## src/rtl/bsg_fifo_rolly_replay_seq.sv

```systemverilog
// bsg_fifo_rolly_replay_seq: replaying read sequencer for a rollback-capable FIFO.
// Define BSG_FIFO_ROLLY_REPLAY_TIMEOUT_EN to enable the WAIT timeout-as-nack path.
`ifndef BSG_SAFE_CLOG2
`define BSG_SAFE_CLOG2(x) (((x) == 1) ? 1 : $clog2(x))
`endif

module bsg_fifo_rolly_replay_seq #(
    parameter int width_p        = 32,
    parameter int lg_max_beats_p = 4,
    parameter int max_retries_p  = 3,
    parameter int timeout_p      = 255,
    localparam int retry_w_lp    = `BSG_SAFE_CLOG2(max_retries_p + 1)
) (
    input  logic                  clk_i,
    input  logic                  reset_i,
    input  logic                  fifo_v_i,
    input  logic [width_p-1:0]    fifo_data_i,
    output logic                  fifo_yumi_o,
    output logic                  fifo_rollback_v_o,
    output logic                  fifo_ack_v_o,
    output logic [width_p-1:0]    link_data_o,
    output logic                  link_v_o,
    input  logic                  link_ready_i,
    input  logic                  resp_v_i,
    input  logic                  resp_ok_i,
    output logic                  done_v_o,
    output logic                  err_v_o,
    output logic [retry_w_lp-1:0] retry_cnt_o,
    output logic                  busy_o
);
    typedef enum logic [1:0] {SEND, WAIT, ACK, RB} state_e;

    state_e                    state_r, state_n;
    logic [lg_max_beats_p-1:0] beat_r, beat_n, last_r, last_n, hdr_last;
    logic [retry_w_lp-1:0]     retry_r, retry_n;
    logic                      giveup_r, giveup_n, at_last, nack, timeout;

`ifdef BSG_FIFO_ROLLY_REPLAY_TIMEOUT_EN
    localparam int timer_w_lp = `BSG_SAFE_CLOG2(timeout_p);
    logic [timer_w_lp-1:0] timer_r, timer_n;
    assign timeout = (state_r == WAIT) & (timer_r == timer_w_lp'(timeout_p - 1));
    // held at zero outside WAIT, so entering WAIT always starts a fresh count
    assign timer_n = (state_r != WAIT) ? '0 : timeout ? timer_r : timer_r + 1'b1;
    always_ff @(posedge clk_i or posedge reset_i)
        if (reset_i) timer_r <= '0;
        else timer_r <= timer_n;
`else
    assign timeout = 1'b0;
`endif

    assign link_data_o       = fifo_data_i;
    assign link_v_o          = (state_r == SEND) & fifo_v_i;
    assign fifo_yumi_o       = link_v_o & link_ready_i;
    assign fifo_ack_v_o      = (state_r == ACK);
    assign fifo_rollback_v_o = (state_r == RB);
    assign done_v_o          = (state_r == ACK) & ~giveup_r;
    assign err_v_o           = (state_r == ACK) & giveup_r;
    assign retry_cnt_o       = retry_r;
    assign busy_o            = (state_r != SEND) | (beat_r != '0);

    assign hdr_last = fifo_data_i[lg_max_beats_p-1:0];
    assign at_last  = beat_r == ((beat_r == '0) ? hdr_last : last_r);
    // a real response always beats a coincident timeout
    assign nack     = resp_v_i ? ~resp_ok_i : timeout;

    always_comb begin
        state_n  = state_r;
        beat_n   = beat_r;
        last_n   = last_r;
        retry_n  = retry_r;
        giveup_n = giveup_r;
        case (state_r)
            SEND: if (fifo_yumi_o) begin
                last_n  = (beat_r == '0) ? hdr_last : last_r;
                beat_n  = at_last ? '0 : beat_r + 1'b1;
                state_n = at_last ? WAIT : SEND;
            end
            WAIT: if (resp_v_i & resp_ok_i) begin
                state_n  = ACK;
                giveup_n = 1'b0;
            end else if (nack) begin
                state_n  = (retry_r < retry_w_lp'(max_retries_p)) ? RB : ACK;
                retry_n  = (retry_r < retry_w_lp'(max_retries_p)) ? retry_r + 1'b1 : retry_r;
                giveup_n = (retry_r >= retry_w_lp'(max_retries_p));
            end
            ACK: begin
                state_n  = SEND;
                retry_n  = '0;
                giveup_n = 1'b0;
            end
            default: begin
                state_n = SEND;
                beat_n  = '0;
            end
        endcase
    end

    always_ff @(posedge clk_i or posedge reset_i)
        if (reset_i) begin
            state_r  <= SEND;
            beat_r   <= '0;
            last_r   <= '0;
            retry_r  <= '0;
            giveup_r <= 1'b0;
        end else begin
            state_r  <= state_n;
            beat_r   <= beat_n;
            last_r   <= last_n;
            retry_r  <= retry_n;
            giveup_r <= giveup_n;
        end
endmodule

```

## config.mk

```make
export PLATFORM = sky130hd
export DESIGN_NAME = bsg_fifo_rolly_replay_seq
export DESIGN_NICKNAME = d
export VERILOG_FILES = /design/src/rtl/bsg_fifo_rolly_replay_seq.sv
export SDC_FILE = /design/constraint.sdc
export NUM_CORES = 1
export LEC_CHECK = 0
export BUFFER_PORTS_ARGS = -buffer_cell sky130_fd_sc_hd__clkbuf_2
export CAP_MARGIN = 20
export CELL_PAD_IN_SITES_DETAIL_PLACEMENT = 0
export CELL_PAD_IN_SITES_GLOBAL_PLACEMENT = 1
export CORE_ASPECT_RATIO = 0.8
export CORE_MARGIN = 3
export CORE_UTILIZATION = 29
export CTS_BUF_LIST = sky130_fd_sc_hd__clkbuf_16
export CTS_CLUSTER_SIZE = 24
export DETAILED_ROUTE_END_ITERATION = 7
export PLACE_DENSITY_LB_ADDON = 0.1
export SLEW_MARGIN = 20
export SYNTH_ARGS = -nofsm -noshare
export SYNTH_HDL_FRONTEND = slang
export SYNTH_SLANG_ARGS = --single-unit
```

## constraint.sdc

```tcl
create_clock -name clk_i -period 2.46 [get_ports clk_i]
set_input_delay 0.492 -clock clk_i [delete_from_list [all_inputs] [get_ports clk_i]]
set_output_delay 0.492 -clock clk_i [all_outputs]
set_load 0.02 [all_outputs]
```

# Yosys cells after proc, flatten, opt, wreduce, memory -nomap -nowiden
# Cells that the tools add are included.
[totals]
out_inout_bits = 41
reg_bits = 13
in_bits = 38
wordCells = 56
[op_classes]
n_eq_ne = 9
bitwise_logic = 9
n_addsub = 2
magnitude_cmp = 2
n_reduce_logical = 11
muxes = 18
[ops]
columns = ["operator", "count"]
rows = [
  ["2-bit 2-to-1 mux", 6],
  ["4-bit 2-to-1 mux", 3],
  ["2-bit != test, second input constant", 4],
  ["2-bit one-hot mux with 2 select lines", 2],
  ["4-bit one-hot mux with 2 select lines", 1],
  ["2-bit AND reduction", 4],
  ["1-bit AND", 5],
  ["1-bit 2-to-1 mux", 5],
  ["4-bit by 1-bit adder with 4-bit output, second input constant", 1],
  ["2-bit == test, second input constant", 2],
  ["4-bit == test", 1],
  ["4-bit zero test", 1],
  ["4-bit AND reduction", 1],
  ["2-bit nonzero test", 2],
  ["4-bit nonzero test", 1],
  ["3-bit != test, second input constant", 1],
  ["1-bit NOT", 3],
  ["2-bit by 1-bit adder with 2-bit output, second input constant", 1],
  ["2-bit by 1-bit == test with 1-bit output, second input constant", 1],
  ["2-bit greater-or-equal comparator, second input constant", 1],
  ["2-bit zero test", 1],
  ["2-bit less-than comparator, second input constant", 1],
  ["1-bit one-hot mux with 2 select lines", 1],
  ["2-bit OR reduction", 1],
  ["1-bit bitwise OR", 1],
]

# Logic depth before layout (Yosys ltp)
# Gate-level depths: netlist of run 1.
[depth]
ltp_word = 6
ltp_mapped = 9
ltp_nobuf = 7

# Least setup slack after synthesis of run 1
# Ideal clock, no wire load.
[synth_path]
kind = "reg2reg"
from = "register state_r[0]"
to = "register last_r[0]"
path_slack_ns = 0.512
setup_time_ns = 0.125
t_arrival_ns = 1.823
required_time_ns = 2.335
synth_period_minus_slack_ns = 1.948
path_stages_with_launch = 9
n_path_buf = 2
path_cell_list = "dfrtp_1 -> inv_1 -> ha_1 -> buf_2 -> inv_1 -> nor2_1 -> and2_1 -> clkbuf_2 -> mux2_2"
[synth_between]
elab_chain_cells = 4
[synth_rtl]
columns = ["item", "line", "rtl"]
rows = [
  ["from (decl)", "33", "state_e state_r, state_n;"],
  ["from (signal assigned)", "106", "state_r <= state_n;"],
  ["2-bit zero test", "52", "assign link_v_o = (state_r == SEND) & fifo_v_i;"],
  ["1-bit AND", "52", ""],
  ["1-bit AND", "53", "assign fifo_yumi_o = link_v_o & link_ready_i;"],
  ["named net fifo_yumi_o", "18", "output logic fifo_yumi_o,"],
  ["2-bit AND reduction (no source line)", "n/a", ""],
  ["to (signal assigned)", "108", "last_r <= last_n;"],
  ["to (decl)", "34", "logic [lg_max_beats_p-1:0] beat_r, beat_n, last_r, last_n, hdr_last;"],
]
# The timed path passes the listed nets, and every way through them passes these cells.
# A chain may end at the register's enable or synchronous reset.

# Worst setup path in the final report of run 1
[layout_path]
from = "register state_r[0]"
to = "output port fifo_yumi_o"
[layout_between]
elab_chain_cells = 3
[layout_rtl]
columns = ["item", "line"]
rows = [
  ["2-bit zero test", "52"],
  ["1-bit AND", "52"],
  ["1-bit AND", "53"],
  ["to (decl)", "18"],
]
# No other way between the ends.

==> results of run 1 <==
## state kept, by name, summed over array words and instances (netlist names)
name         cells
beat_r           4
last_r           4
retry_cnt_o      2
state_r          2
giveup_r         1
## worst paths after layout
path	from	end	slack, ps
min in group clk_i	fifo_data_i[2]	last_r[2]	510
min reg2reg	last_r[0]	last_r[0]	530
max	state_r[0]	fifo_yumi_o	340
max reg2reg	state_r[0]	last_r[3]	510
min	reset_i	beat_r[0]	260
max in group asynchronous	reset_i	last_r[2]	1840
## logic make-up after synthesis
group / after synthesis / share of synthesized area (%)
and+or+nand+nor: 35 / 17.00
xor gates and xnor gates: 3 / 2.190
muxes: 3 / 2.711
buffers and inverters: 47 / 25.55
AOI/OAI and AO/OA: 28 / 18.14
DFF: 13 / 27.11
adders and majority gates: 7 / 7.299
## layer usage
metal / track usage (%) / vias up / wire length (µm)
met2: 14.74 / 34 / 984
met3: 3.000 / 26 / 195
met5: 0 / - / 0
li1: - / 410 / -
met1: 13.54 / 363 / 1129
met4: 6.987 / 0 / 129
## layout make-up
class	instances	area [µm²]
clock buffers	3	75.07
inverters	11	41.29
clock inverters	1	5.005
fillers	410	2685
well taps	55	68.82
multi-input cells	76	568.0
repair buffers	22	110.1
flip-flops and latches	13	325.3
## cell usage after synthesis, drive strengths merged (3+ instances only)
cell type and number:
buf 34, dfrtp 13, inv 11, nand2 10, o21ai 9, a21oi 7, ha 7, nor2 6
a22o 3, and2 3, nand2b 3, o211ai 3, xor2 3
## metrics by stage
stage          utilization, %  hold slack (ps)
3_5_place_dp            28.71            523.1
2_1_floorplan               -            369.0
6_report                30.77            264.9
5_1_grt                 30.77            343.0
4_1_cts                 30.77            301.7
3_3_place_gp            28.71            519.1
## where the power goes
group,leakage (µW),internal (µW),switching [µW]
sequential,0.000169,291,91.8
combinational,0.000350,286,431
clock,0.0000409,216,93.4
total,0.000560,794,616
## worst max-delay path, cell delays in order, from the launching register on
cell	delay [ps]
dfrtp_1	410
inv_1	90
ha_1	310
inv_1	100
nor2_1	250
clkbuf_2	220
==> results.toml, run 1 <==
[routing]
routed-via-count = 833
routedWlPerCell_um = 13.47
wl_um = 2438
ant_nets = 0
first_pass_iters = 4
remaining_drc_errors = 0
drt_iter0_drc = 58
drt-vias-per-instance = 4.602

[logic_synthesis]
syn_nets = 181
synthFlopType = "dfrtp_1"
yosysTopAreaCellShare_pct = 27.11
yosysTopAreaCell = "dfrtp_1"
ys_types = 36
synthCells = 136
synth_async_sr_flop_share_pct = 100.0
synth_edf_count = 0
ys_top_cells_by_area = "dfrtp_1 27%, buf_4 20%, ha_1 7.3%, inv_1 3.4%, nand2_1 3.1%"
avgSynthCellArea_um2 = 8.823
netlist_area_um2 = 1200
yosysSeqAreaShare_pct = 27.11
yosysWarnings = 0
synth-seq-cells = 13

[clock_network]
post_cts_buffers = 0
postCtsHoldBufs = 0
cts_tree = "yes"
cts_root_buf = "clkbuf_16"
path_clk_slew_ps = 50
ctsHtreeMaxLevel = 1
cts_buffer_depth = 2
clkLatencyLatePin_ps = 240
post_cts_resized = 0
numCtsBuffers = 3
clock-sinks = 13

[setup_path]
path_max_fanout = 8
crit_required_ps = 1970
cp-end-kind = "output port"
crit_type = "flop to output port"
arrival_ps = 1630
start_kind = "flop"
r2r_cells = 6

[layout]
mostFrequentLayoutCells = "22 x clkbuf_2, 13 x dfrtp_1, 11 x inv_1, 10 x nand2_1"
layout-drive-gt1-share_pct = 30.16
fin_cells = 181
design_area_um2 = 1194
synthToLayoutAreaGrowth_pct = -0.5218
fin_nets = 172
n_antenna_cell = 0
final_common_cell = "clkbuf_2"

[die]
die_w_um = 77.92
core-area_um2 = 3879
die_h_um = 63.54
die_area_um2 = 4950
start_util_pct = 30.94
rows = 20
io_pins = 79

[pwr]
power_leakage_uw = 0.0005600
finalPower_uw = 1410
powerDensity_nw_per_um2 = 1181
vdd_drop_max_mv = 0.3248

[sta]
fin_setup_tns_ps = 0
finalHoldViolCount = 0
tightest_slew_ps = 538.3
slew_headroom_pct = 64.08
finalWorstSetupSlack_ps = 335.6
fmax_ghz = 0.4707
period_needed_ps = 2124
fin_crit_sh_pct = 86.36
setup_violations = 0
final-max-slew-violation-count = 0
clock_skew_ps = 1.684
grt_setup_unrepaired = "false"

[global_routing]
grt_usage_pct = 10.40
grt_max_degree = 14
grt_pass1_vias = 828
antenna_found_initial = 0
grt_pass1_wl_um = 4091
gr-total-overflow = 0

[job]
cap_viol_max_count = 0

[place]
port_buffers = 22
dpl.cell_count = 177
dp_hpwl_um = 1932
gp_congestion = 0.7983
place_area_um2 = 1114
pre_cts_ws_ps = 495.0

[min_path]
worstHoldPathType = "input pin to asynchronous set/reset pin"

[status]
status = "completed"
(Power assumes the default switching activity.)
==> run 2, diff against run 1 <==
--- a/config.mk
+++ b/config.mk
@@ -15,7 +15,7 @@
 export CTS_BUF_LIST = sky130_fd_sc_hd__clkbuf_16
 export CTS_CLUSTER_SIZE = 24
 export DETAILED_ROUTE_END_ITERATION = 7
-export PLACE_DENSITY_LB_ADDON = 0.1
+export PLACE_DENSITY = 0.83
 export SLEW_MARGIN = 20
 export SYNTH_ARGS = -nofsm -noshare
 export SYNTH_HDL_FRONTEND = slang
==> run 2 against run 1 <==
Against the previous run:
- design area unchanged
- maximum frequency about the same
- sequential share of layout area unchanged
- sequential power about the same
- utilization unchanged
- via count down 3.2%
- critical path type unchanged
- critical endpoint unchanged
- largest power group unchanged
- highest routed layer unchanged
==> results.toml, run 2 (same netlist as run 1, synthesis figures left out) <==
[status]
status = "completed"

[clock_network]
cts_buffer_depth = 2
postCtsHoldBufs = 0
post_cts_buffers = 0
cts_tree = "yes"
clkLatencyLatePin_ps = 240
path_clk_slew_ps = 50
cts_root_buf = "clkbuf_16"
numCtsBuffers = 3
post_cts_resized = 0
ctsHtreeMaxLevel = 1
clock-sinks = 13

[layout]
layout-drive-gt1-share_pct = 30.16
mostFrequentLayoutCells = "22 x clkbuf_2, 13 x dfrtp_1, 11 x inv_1, 10 x nand2_1"
design_area_um2 = 1194
synthToLayoutAreaGrowth_pct = -0.5218
n_antenna_cell = 0
fin_nets = 172
nFillCells = 411
final_common_cell = "clkbuf_2"
top_regs = "beat_r (4), last_r (4)"

[sta]
clock_skew_ps = 2.567
finalHoldViolCount = 0
fin_setup_tns_ps = 0
tightest_slew_ps = 530.9
fmax_ghz = 0.4710
final-max-slew-violation-count = 0
slew_headroom_pct = 64.57
period_needed_ps = 2123
whs_ps = 270.5
fin_crit_sh_pct = 86.30
setup_violations = 0
grt_setup_unrepaired = "false"

[die]
die_w_um = 77.92
io_pins = 79
start_util_pct = 30.94
die_area_um2 = 4950
core-area_um2 = 3879
die_h_um = 63.54
rows = 20

[place]
gp_congestion = 0.7746
port_buffers = 22
place_area_um2 = 1114
dp_hpwl_um = 1639

[global_routing]
gr-total-overflow = 0
grt_pass1_vias = 724
antenna_found_initial = 0
grt_pass1_wl_um = 3422
grt_max_degree = 14
grt_usage_pct = 8.933

[setup_path]
start_kind = "flop"
crit_type = "flop to output port"
cp-end-kind = "output port"
path_max_fanout = 8
crit_required_ps = 1970
arrival_ps = 1630

[routing]
ant_nets = 0
wl_um = 2136
routedWlPerCell_um = 11.80
remaining_drc_errors = 0
drt-vias-per-instance = 4.453
first_pass_iters = 4
routed-via-count = 806
drt_iter0_drc = 35

[pwr]
powerDensity_nw_per_um2 = 1171
power_leakage_uw = 0.0005600
vdd_drop_max_mv = 0.2741

[min_path]
worstHoldPathType = "input pin to asynchronous set/reset pin"

[job]
cap_viol_max_count = 0
run 2: cell counts in the layout (fill, tap and decap cells not counted):
Identical to the previous run, type by type.
run 2: worst paths after layout:
check                               start  depth (start not counted)  slack [ps]           to
max in group asynchronous         reset_i                          2        1840    last_r[3]
hold reg to reg                 last_r[0]                          1         520    last_r[0]
setup / recovery               state_r[0]                          5         340  fifo_yumi_o
hold / removal                    reset_i                          2         270    beat_r[2]
min in group clk_i         fifo_data_i[2]                          3         490    last_r[2]
setup reg to reg               state_r[0]                          6         520    last_r[3]
run 2: layer usage:
layer  GRT usage, %  vias to the layer above  wire length (µm)
li1               -                      407                 -
met1          11.63                      376              1064
met2          12.82                       19               914
met3          3.429                        4               122
met4          4.367                        0                35
met5              0                        -                 0
run 2: layout make-up:
class	count	area (µm²)	share of cell area [%]
inverters	11	41.29	3.459
clock buffers	3	75.07	6.289
flip-flops and latches	13	325.3	27.25
multi-input cells	76	568.0	47.59
repair buffers	22	110.1	9.224
clock inverters	1	5.005	0.4193
well taps	55	68.82	5.765
run 2: power by group:
| group | total [µW] | internal (µW) | switching, µW |
|---|---|---|---|
| Combinational | 707 | 285 | 421 |
| Sequential | 382 | 292 | 90.7 |
| Clock | 309 | 216 | 92.7 |
run 2: per-stage QoR:
step | utilization, % | cells | setup slack, ps | power, µW
3_3_place_gp | 28.71 | 177 | 518.4 | 1090
5_1_grt | 30.77 | 181 | 212.1 | 1517
6_report | 30.77 | 181 | 337.0 | 1398
2_1_floorplan | - | 136 | 512.2 | 1003
4_1_cts | 30.77 | 181 | 343.5 | 1418
3_5_place_dp | 28.71 | 177 | 543.2 | 1095
run 2: worst max-delay path, stage by stage, from the launching register on:
cell,delay [ps]
dfrtp_1,410
inv_1,90
ha_1,310
inv_1,110
nor2_1,250
clkbuf_2,230
==> run 3, diff against run 2 <==
--- a/config.mk
+++ b/config.mk
@@ -13,9 +13,10 @@
 export CORE_MARGIN = 3
 export CORE_UTILIZATION = 29
 export CTS_BUF_LIST = sky130_fd_sc_hd__clkbuf_16
+export CTS_CLUSTER_DIAMETER = 100
 export CTS_CLUSTER_SIZE = 24
 export DETAILED_ROUTE_END_ITERATION = 7
-export PLACE_DENSITY = 0.83
+export PLACE_DENSITY = 0.82
 export SLEW_MARGIN = 20
 export SYNTH_ARGS = -nofsm -noshare
 export SYNTH_HDL_FRONTEND = slang
==> run 3 against run 2 <==
Against the previous run:
- worst setup slack improved by 0.63 ps
- utilization stayed put
- sequential share of layout area unchanged
- critical path type unchanged
==> results.toml, run 3 (same netlist as run 1, synthesis figures left out) <==
[setup_path]
r2r-end = "last_r[3]"
crit_family = "buffers and inverters"
crit_required_ps = 1970
cp-startpoint = "state_r[0]"
max_stage_delay_ps = 410
r2r_cells = 6
timing.rr.start = "state_r[0]"
path_max_fanout = 8
crit_end = "fifo_yumi_o"
path_buf_inv = 3
path_common_cell = "inv_1"
start_kind = "flop"
crit_cells = 5
crit_path_cell_trace = "inv_1, ha_1, inv_1, nor2_1, clkbuf_2"
arrival_ps = 1630
r2r_slack_ps = 530
worst_path_max_delay_cell = "dfrtp_1"
crit_type = "flop to output port"
cp-end-kind = "output port"

[clock_network]
post_cts_resized = 0
numCtsBuffers = 3
ctsHtreeMaxLevel = 1
clock-sinks = 13
post_cts_buffers = 0
postCtsHoldBufs = 0
clkLatencyLatePin_ps = 240
path_clk_slew_ps = 50
cts_tree = "yes"
cts_buffer_depth = 2
cts_root_buf = "clkbuf_16"

[sta]
grt_setup_unrepaired = "false"
fin_setup_tns_ps = 0
period_needed_ps = 2122
finalWorstSetupSlack_ps = 337.6
clock_skew_ps = 1.183
setup_violations = 0
finalHoldViolCount = 0
final-max-slew-violation-count = 0
tightest_slew_ps = 526.8
slew_headroom_pct = 64.84
fmax_ghz = 0.4712
fin_crit_sh_pct = 86.28

[pwr]
finalPower_uw = 1387
power_switching_uw = 593.4
p_clk_share_pct = 22.0
power_leakage_uw = 0.0005600
powerDensity_nw_per_um2 = 1162
combPwrFrac_pct = 50.6
pwr-share-seq_pct = 27.5
switching_share_pct = 42.79
vdd_drop_max_mv = 0.2465
intPower_uw = 793.3

[global_routing]
grt_pass1_wl_um = 3312
grt_pass1_vias = 731
grt_max_degree = 14
gr-total-overflow = 0
antenna_found_initial = 0
grt_usage_pct = 8.393

[place]
gp_congestion = 0.8993
dp_hpwl_um = 1622
pre_cts_ws_ps = 527.9
port_buffers = 22

[layout]
fin_nets = 172
n_antenna_cell = 0
top_regs = "beat_r (4), last_r (4)"
final_common_cell = "clkbuf_2"
synthToLayoutAreaGrowth_pct = -0.5218
mostFrequentLayoutCells = "22 x clkbuf_2, 13 x dfrtp_1, 11 x inv_1, 10 x nand2_1"
layout-drive-gt1-share_pct = 30.16

[die]
die_area_um2 = 4950
rows = 20
core-area_um2 = 3879
die_h_um = 63.54
start_util_pct = 30.94
io_pins = 79
die_w_um = 77.92

[status]
status = "completed"

[routing]
ant_nets = 0
first_pass_iters = 6
drt-vias-per-instance = 4.448
drt_iter0_drc = 71
wl_um = 2031
remaining_drc_errors = 0
routedWlPerCell_um = 11.22
routed-via-count = 805

[job]
cap_viol_max_count = 0

[min_path]
worstHoldPathType = "input pin to asynchronous set/reset pin"
[run 3: cell counts in the layout (fill, tap and decap cells not counted)]
Identical to the previous run, type by type.
[run 3: area by class of cell]
class	count	area [µm²]
fillers	408	2685
flip-flops and latches	13	325.3
clock inverters	1	5.005
well taps	55	68.82
multi-input cells	76	568.0
repair buffers	22	110.1
inverters	11	41.29
clock buffers	3	75.07
[run 3: metal layers]
layer	part of all wire, %	track usage, %	up-vias
li1	-	-	412
met1	49	10.50	371
met2	43	12.18	20
met3	5.7	3.857	2
met4	1.4	3.930	0
met5	0	0	-
[run 3: power groups by stage]
stage,Sequential (µW),Clock [µW],Combinational (µW)
2_1_floorplan,377,0,626
5_1_grt,394,332,782
3_3_place_gp,383,0,704
6_report,381,305,701
3_5_place_dp,385,0,706
4_1_cts,381,318,709
[run 3: worst min-delay path by stage]
stage / from / to / slack, ps / cells past startpoint
after CTS: reset_i / retry_cnt_o[0] / 280 / 2
final: reset_i / retry_cnt_o[0] / 260 / 2
after global placement: last_r[0] / last_r[0] / 510 / 1
after floorplan: reset_i / beat_r[0] / 370 / 1
after global routing: reset_i / retry_cnt_o[0] / 320 / 2
after detailed placement: last_r[0] / last_r[0] / 520 / 1
[run 3: metrics by stage]
stage                     utilization [%]  instances  hold slack (ps)  area [µm²]
after floorplan                         -        136            369.0        1200
after global placement              28.71        177            513.7        1114
after detailed placement            28.71        177            519.6        1114
after CTS                           30.77        181            283.7        1194
after global routing                30.77        181            315.8        1194
final                               30.77        181            263.4        1194
